`config.mk`:
```
export PLATFORM = sky130hd
export DESIGN_NAME = decode_pipe_stage
export DESIGN_NICKNAME = d
export VERILOG_FILES = /design/src/rtl/decode_pipe_stage.sv
export SDC_FILE = /design/constraint.sdc
export NUM_CORES = 2
export LEC_CHECK = 0
export BUFFER_PORTS_ARGS = -buffer_cell sky130_fd_sc_hd__buf_2
export CAP_MARGIN = 20
export CORE_ASPECT_RATIO = 0.6
export CORE_UTILIZATION = 45
export CTS_CLUSTER_SIZE = 24
export DETAILED_ROUTE_END_ITERATION = 12
export GPL_TIMING_DRIVEN = 1
export PLACE_DENSITY = 0.71
export REMOVE_ABC_BUFFERS = 1
export SETUP_SLACK_MARGIN = 0.1
export SYNTH_ARGS = -nofsm -noshare
export SYNTH_HDL_FRONTEND = slang
export SYNTH_SLANG_ARGS = --single-unit
```
`constraint.sdc`:
```
create_clock -name clk -period 5.8 [get_ports clk]
set_input_delay 1.16 -clock clk [delete_from_list [all_inputs] [get_ports clk]]
set_output_delay 1.16 -clock clk [all_outputs]
set_load 0.03 [all_outputs]
```
`src/rtl/decode_pipe_stage.sv`:
```
// MIPS decode stage: register file read with write-through bypass, control decode and ID/EX register.
// One cycle from accepted instr to outputs; ex_stall holds ID/EX, a load-use hazard inserts a bubble and refuses instr.
module decode_pipe_stage #(
    parameter int XLEN  = 32,
    parameter int NREGS = 32
) (
    input  logic            clk,
    input  logic            rst,
    input  logic            in_valid,
    output logic            in_ready,
    input  logic [31:0]     instr,
    input  logic            ex_stall,
    input  logic            flush,
    input  logic            wb_en,
    input  logic [4:0]      wb_addr,
    input  logic [XLEN-1:0] wb_data,
    output logic            out_valid,
    output logic [9:0]      out_ctrl,
    output logic [XLEN-1:0] out_rd1,
    output logic [XLEN-1:0] out_rd2,
    output logic [XLEN-1:0] out_imm,
    output logic [4:0]      out_rs,
    output logic [4:0]      out_rt,
    output logic [4:0]      out_rd,
    output logic            hazard_stall
);

    localparam int         AW      = (NREGS > 1) ? $clog2(NREGS) : 1;
    localparam logic [5:0] NREGS_W = 6'(NREGS);

    localparam logic [5:0] OP_RTYPE = 6'h00;
    localparam logic [5:0] OP_LW    = 6'h23;
    localparam logic [5:0] OP_SW    = 6'h2B;
    localparam logic [5:0] OP_BEQ   = 6'h04;
    localparam logic [5:0] OP_ADDI  = 6'h08;
    localparam logic [5:0] OP_J     = 6'h02;

    typedef struct packed {
        logic       reg_write;
        logic       alu_src;
        logic       mem_write;
        logic       mem_to_reg;
        logic       mem_read;
        logic       branch;
        logic       jump;
        logic       reg_dst;
        logic [1:0] alu_op;
    } ctrl_t;

    // ---------------- register file ----------------
    logic [XLEN-1:0] rf_q [NREGS];
    logic            wb_hit;

    assign wb_hit = wb_en && (wb_addr != 5'd0) && ({1'b0, wb_addr} < NREGS_W);

    always_ff @(posedge clk) begin
        if (!rst) begin
            for (int i = 0; i < NREGS; i++) begin
                rf_q[i] <= '0;
            end
        end else if (wb_hit) begin
            rf_q[wb_addr[AW-1:0]] <= wb_data;
        end
    end

    // Port 0 reads rs, port 1 reads rt; a same-cycle write is forwarded.
    logic [1:0][4:0]      rd_addr;
    logic [1:0][XLEN-1:0] rd_val;

    assign rd_addr[0] = instr[25:21];
    assign rd_addr[1] = instr[20:16];

    always_comb begin
        for (int p = 0; p < 2; p++) begin
            rd_val[p] = '0;
            if ((rd_addr[p] != 5'd0) && ({1'b0, rd_addr[p]} < NREGS_W)) begin
                if (wb_en && (wb_addr == rd_addr[p])) begin
                    rd_val[p] = wb_data;
                end else begin
                    rd_val[p] = rf_q[rd_addr[p][AW-1:0]];
                end
            end
        end
    end

    // ---------------- decode ----------------
    logic [5:0]      opcode;
    ctrl_t           dec_ctrl;
    logic [XLEN-1:0] dec_imm;

    assign opcode = instr[31:26];

    always_comb begin
        dec_ctrl = '0;
        case (opcode)
            OP_RTYPE: dec_ctrl = 10'b1000000110;
            OP_LW:    dec_ctrl = 10'b1101100000;
            OP_SW:    dec_ctrl = 10'b0110000000;
            OP_BEQ:   dec_ctrl = 10'b0000010001;
            OP_ADDI:  dec_ctrl = 10'b1100000000;
            OP_J:     dec_ctrl = 10'b0000001000;
            default:  dec_ctrl = '0;
        endcase
    end

    always_comb begin
        if (opcode == OP_J) begin
            dec_imm = XLEN'(instr[25:0]);
        end else begin
            dec_imm = {{(XLEN-16){instr[15]}}, instr[15:0]};
        end
    end

    // ---------------- ID/EX register ----------------
    logic            valid_q, valid_d;
    ctrl_t           ctrl_q, ctrl_d;
    logic [XLEN-1:0] rd1_q, rd1_d;
    logic [XLEN-1:0] rd2_q, rd2_d;
    logic [XLEN-1:0] imm_q, imm_d;
    logic [4:0]      rs_q, rs_d;
    logic [4:0]      rt_q, rt_d;
    logic [4:0]      rdf_q, rdf_d;

    assign hazard_stall = valid_q && ctrl_q.mem_read && (rt_q != 5'd0) && in_valid &&
                          ((rt_q == instr[25:21]) || (rt_q == instr[20:16]));
    assign in_ready     = !ex_stall && !hazard_stall;

    always_comb begin
        valid_d = valid_q;
        ctrl_d  = ctrl_q;
        rd1_d   = rd1_q;
        rd2_d   = rd2_q;
        imm_d   = imm_q;
        rs_d    = rs_q;
        rt_d    = rt_q;
        rdf_d   = rdf_q;
        if (!ex_stall) begin
            // Data fields load unconditionally; only valid/ctrl distinguish issue from bubble.
            valid_d = in_valid && !hazard_stall && !flush;
            ctrl_d  = valid_d ? dec_ctrl : '0;
            rd1_d   = rd_val[0];
            rd2_d   = rd_val[1];
            imm_d   = dec_imm;
            rs_d    = instr[25:21];
            rt_d    = instr[20:16];
            rdf_d   = instr[15:11];
        end else if (flush) begin
            valid_d = 1'b0;
            ctrl_d  = '0;
        end
    end

    always_ff @(posedge clk) begin
        if (!rst) begin
            valid_q <= 1'b0;
            ctrl_q  <= '0;
            rd1_q   <= '0;
            rd2_q   <= '0;
            imm_q   <= '0;
            rs_q    <= '0;
            rt_q    <= '0;
            rdf_q   <= '0;
        end else begin
            valid_q <= valid_d;
            ctrl_q  <= ctrl_d;
            rd1_q   <= rd1_d;
            rd2_q   <= rd2_d;
            imm_q   <= imm_d;
            rs_q    <= rs_d;
            rt_q    <= rt_d;
            rdf_q   <= rdf_d;
        end
    end

    assign out_valid = valid_q;
    assign out_ctrl  = ctrl_q;
    assign out_rd1   = rd1_q;
    assign out_rd2   = rd2_q;
    assign out_imm   = imm_q;
    assign out_rs    = rs_q;
    assign out_rt    = rt_q;
    assign out_rd    = rdf_q;

endmodule

```
Yosys cells after proc, flatten, opt, wreduce, memory -nomap -nowiden
Memories as Yosys holds them, arrays and structs flattened. Index checks and enable logic that the tools add are counted.

Memories: 1. Word-level logic and storage cells: 65. Bits of input ports: 75. Output and inout bits: 124. Memory bits (writable): 1024. Flip-flop bits (word level): 122.

Memory list: rf_q (depth 32, bits a word 32, rd ports 2, clocked after Yosys merged registers in 0, wr ports 32, line 51) `logic [XLEN-1:0] rf_q [NREGS];`.

Reductions and logical operators: 20. Multiplexer cells: 18. Equal/unequal tests: 10.

Operators by type and width (number): $mux W32 (6); $pmux W10 S6 (1); $reduce_or A32 Y1 (1); $mux W10 (3); $eq A5 B5 Y1 (4); $reduce_bool A5 Y1 (4); $eq A6 B6 Y1 const B (2); $logic_and A1 B1 Y1 (10); $mux W1 (7); $eq A6 B2 Y1 const B (1); $eq A6 B3 Y1 const B (1); $eq A6 B4 Y1 const B (1); $logic_not A6 Y1 (1); $mux W5 (1); $logic_not A1 Y1 (3); $ne A2 B1 Y1 const B (1); $logic_or A1 B1 Y1 (1).

Depth between registers and ports, before layout
Depth after elaboration: 9. Mapped depth: 9. Mapped depth without buffers: 5.

Worst setup path before layout
Ideal clock, no wire load.

Path type: input-to-reg. From: in wb_addr[2]. To: mem rf_q[11][0] (enable). Arrival: 4.251 ns. Required time: 5.334 ns. Library setup time: 0.466 ns. Setup slack: 1.084 ns. Path buffers: 2. Cell stages on the path: 4. Path through: buf_2 -> or3b_2 -> clkbuf_1 -> o21ai_0.

RTL lines: start: declaration (line 15) `input logic [4:0] wb_addr,`; end: declaration (line 51).

Worst setup path in the final report
From: in instr[16]. To: out in_ready.

Longest elaborated chain between the ends: 5.

RTL lines: start: declaration (line 11) `input logic [31:0] instr,`; $eq A5 B5 Y1 (line 125) `((rt_q == instr[25:21]) || (rt_q == instr[20:16]));`; $logic_or A1 B1 Y1 (line 125); $logic_and A1 B1 Y1 (line 124) `assign hazard_stall = valid_q && ctrl_q.mem_read && (rt_q != 5'd0) && in_valid &&`; $logic_not A1 Y1 (line 126) `assign in_ready = !ex_stall && !hazard_stall;`; $logic_and A1 B1 Y1 (line 126); end: declaration (line 10) `output logic in_ready,`.

No other way between the ends.

==> flow_summary.toml <==
[logic_synthesis]
synth_top_family_by_area = "multiplexers"
async_flop_share_pct = 0
synth_warnings = 0
synth_compound_gate_area_share_pct = 7.61
synthXorXnorAreaFrac_pct = 0.299
avgSynthCellArea_um2 = 13.7
synth_area_leader_cell = "edfxtp_1"
ys_seq_area_share_pct = 56.1
synth_cells = 4297
ys_ff_latch = 1133
netlist_top_cells_area = "edfxtp_1, mux2i_1, and2_1"
yosysTopAreaCellShare_pct = 52.4
synth-simple-area-share_pct = 13.0
syn-cell-area_um2 = 58700
synthFlopType = "edfxtp_1"
synth_mux_area_share_pct = 19.0
synth_cell_types = 57
synth_fa_ha_area_share_pct = 0
synth-edff-count = 1024

[cts]
cts_tree = "done"
cts_resized = 0
cts-root-buf = "clkbuf_16"
post_cts_buffers = 0
cts-hold-fix-buffers = 0
clock-sinks = 1133
clk_path_buf_depth = 3
path_clk_slew_ns = 0.06
cts_buffers = 106
h-tree-depth = 3
clock_latency_ns = 0.75

[grt]
antenna_found_initial = 19
first_global_vias = 38600
gr-usage-all-layers_pct = 31.8
grt_pass1_wl_um = 295000
grtUsageMet3_pct = 12.5
grt_max_degree = 133
grtUsageMet1_pct = 45.8
grt.busiest_layer = "met1"
met2_usage_pct = 42.3
grt_overflow = 0

[finish]
syn2layout_area_growth_pct = 11.5
drive_gt1_share_pct = 17.1
final_cells = 6126
fill_cells = 10800
nets = 4378
layout_common_cells = "edfxtp_1, and2_1, mux2i_1"
final_common_cell = "edfxtp_1"

[power]
p_int_w = 0.0142
power_switching_w = 0.00507
power.density_nw_per_um2 = 295
leakage_nw = 24.2
p_comb_share_pct = 11.3
p_seq_share_pct = 50.1
peakVddDrop_mv = 0.301
swShare_pct = 26.3
pwr-share-clk_pct = 38.6

[timing]
hold_violations = 0
layout_setup_ws_ns = 1.85
fmax_mhz = 253
setup_viol_count_final = 0
min_period_ns = 3.95
period_share_pct = 68.1
drv_slew = 0
rsz0062_at_grt = "false"
clock_skew_ns = 0.0406
tightest_slew_ns = 1.24
setup-tns-final_ns = 0
relSlewSlack_pct = 17.1

[critical_path]
critical_path_arrival_ns = 2.79
r2r_end = "out_rd1[24]"
cp.depth = 7
crit_chain = "buf_8 -> xnor2_1 -> nand3_1 -> nor3_1 -> o21ai_2 -> and2_1 -> buf_2"
r2r_cells = 5
critPathBufInv = 2
r2r_setup_slack_ns = 3.62
rr_startpoint = "rf_q[6][24]"
max_stage_delay_ns = 0.40
slowest_stage = "buf_8"
crit_type = "in -> out"
endpoint_kind = "output pin"
crit_required_ns = 4.64
critPathTopFamily = "buffers and inverters"
cp_max_fo = 65
critPathLaunchType = "primary input"

[die]
die_y_um = 282
fp.dieArea_um2 = 132000
rows = 102
start_util_pct = 45.4
fp.coreArea_um2 = 129000
io_pins = 199
die_width_um = 468

[run_status]
outcome = "finished clean"

[worst_hold_path]
hold_path_class = "reg -> reg"
hold_path_end = "out_ctrl[7]"
min_from = "out_ctrl[7]"
hold_depth = 1

[route]
drt-wirelength-per-cell_um = 34.9
route.detailed.drc = 0
via_count = 41500
dr.first_iter.drc_count = 7660
ant_nets = 0
firstDrtPassIters = 6
via_per_inst = 6.78
wirelength_um = 214000

[placed_design]
portBuffers = 198
gp_congestion = 0.911
dp_hpwl_um = 131000
place_ws_ns = 1.42
dp_cells = 5911

[job]
cap_violations = 0
[metal layers]
| metal | vias to the layer above | share of wire [%] |
|---|---|---|
| met2 | 3750 | 40 |
| met1 | 20800 | 39 |
| met3 | 555 | 17 |
| met4 | 9 | 4.3 |
| met5 | - | 0.095 |
| li1 | 16400 | - |
[power groups by stage]
stage | logic [W] | clock network [W] | registers (W)
4_1_cts | 0.00212 | 0.00747 | 0.00966
3_5_place_dp | 0.00211 | 0 | 0.00983
3_3_place_gp | 0.00209 | 0 | 0.00980
6_report | 0.00219 | 0.00745 | 0.00967
2_1_floorplan | 0.000942 | 0 | 0.00986
5_1_grt | 0.00224 | 0.00775 | 0.00971
[flip-flops by register name, summed over array words and instances, names as in the netlist]
signal / count
out_ctrl: 7
out_imm: 27
out_rd1: 32
out_rd2: 32
out_rs: 5
out_rt: 5
out_valid: 1
rf_q: 1024
[how the worst max path moves through the flow]
stage,from,endpoint,slack [ns]
2_1_floorplan,wb_addr[2],rf_q[8][0],1.31
3_3_place_gp,rst,rf_q[21][1],1.49
3_5_place_dp,rst,rf_q[21][3],1.42
4_1_cts,instr[16],in_ready,1.76
5_1_grt,instr[16],in_ready,1.70
6_report,instr[16],in_ready,1.85
[Yosys cell counts, types with 32 or more instances]
master,number
clkbuf_1,274
mux4_2,147
a22oi_1,288
edfxtp_1,1024
and2_1,993
o221ai_1,32
nor2_1,66
a22o_1,36
o21ai_0,40
dfxtp_1,109
buf_4,65
buf_2,102
mux2i_1,667
o31ai_1,32
mux4_1,45
nor4_1,32
nand4_1,66
a221o_1,32
o22ai_1,64
[kinds of logic (layout without fill, tap and decap cells)]
group,after synthesis,in the layout
simple gates,1227,1227
flops,1133,1133
mux,859,859
compound gates,587,587
buf+inv,470,538
xor+xnor,20,20
other cells,1,46
[metrics by stage]
stage / instance area (um2) / power [W] / hold WS, ns / utilization, %
floorplan: 56500 / 0.0108 / 0.642 / -
global placement: 61500 / 0.0119 / 0.456 / 47.7
detailed placement: 61800 / 0.0119 / 0.455 / 47.8
CTS: 65400 / 0.0192 / 0.470 / 50.6
global route: 65400 / 0.0197 / 0.496 / 50.6
finish: 65400 / 0.0193 / 0.470 / 50.6
[cell type report]
cell class,instances,area (um2),share of cell area (%)
Timing Repair Buffer,333,2350,3.59
Inverter,4,16.3,0.0249
Clock inverter,50,639,0.977
Tap cell,1716,2150,3.28
Sequential cell,1133,32900,50.3
Clock buffer,151,2980,4.56
Multi-Input combinational cell,2725,24300,37.2
Antenna cell,14,35.0,0.0536
Power figures use the tool's default switching activity.
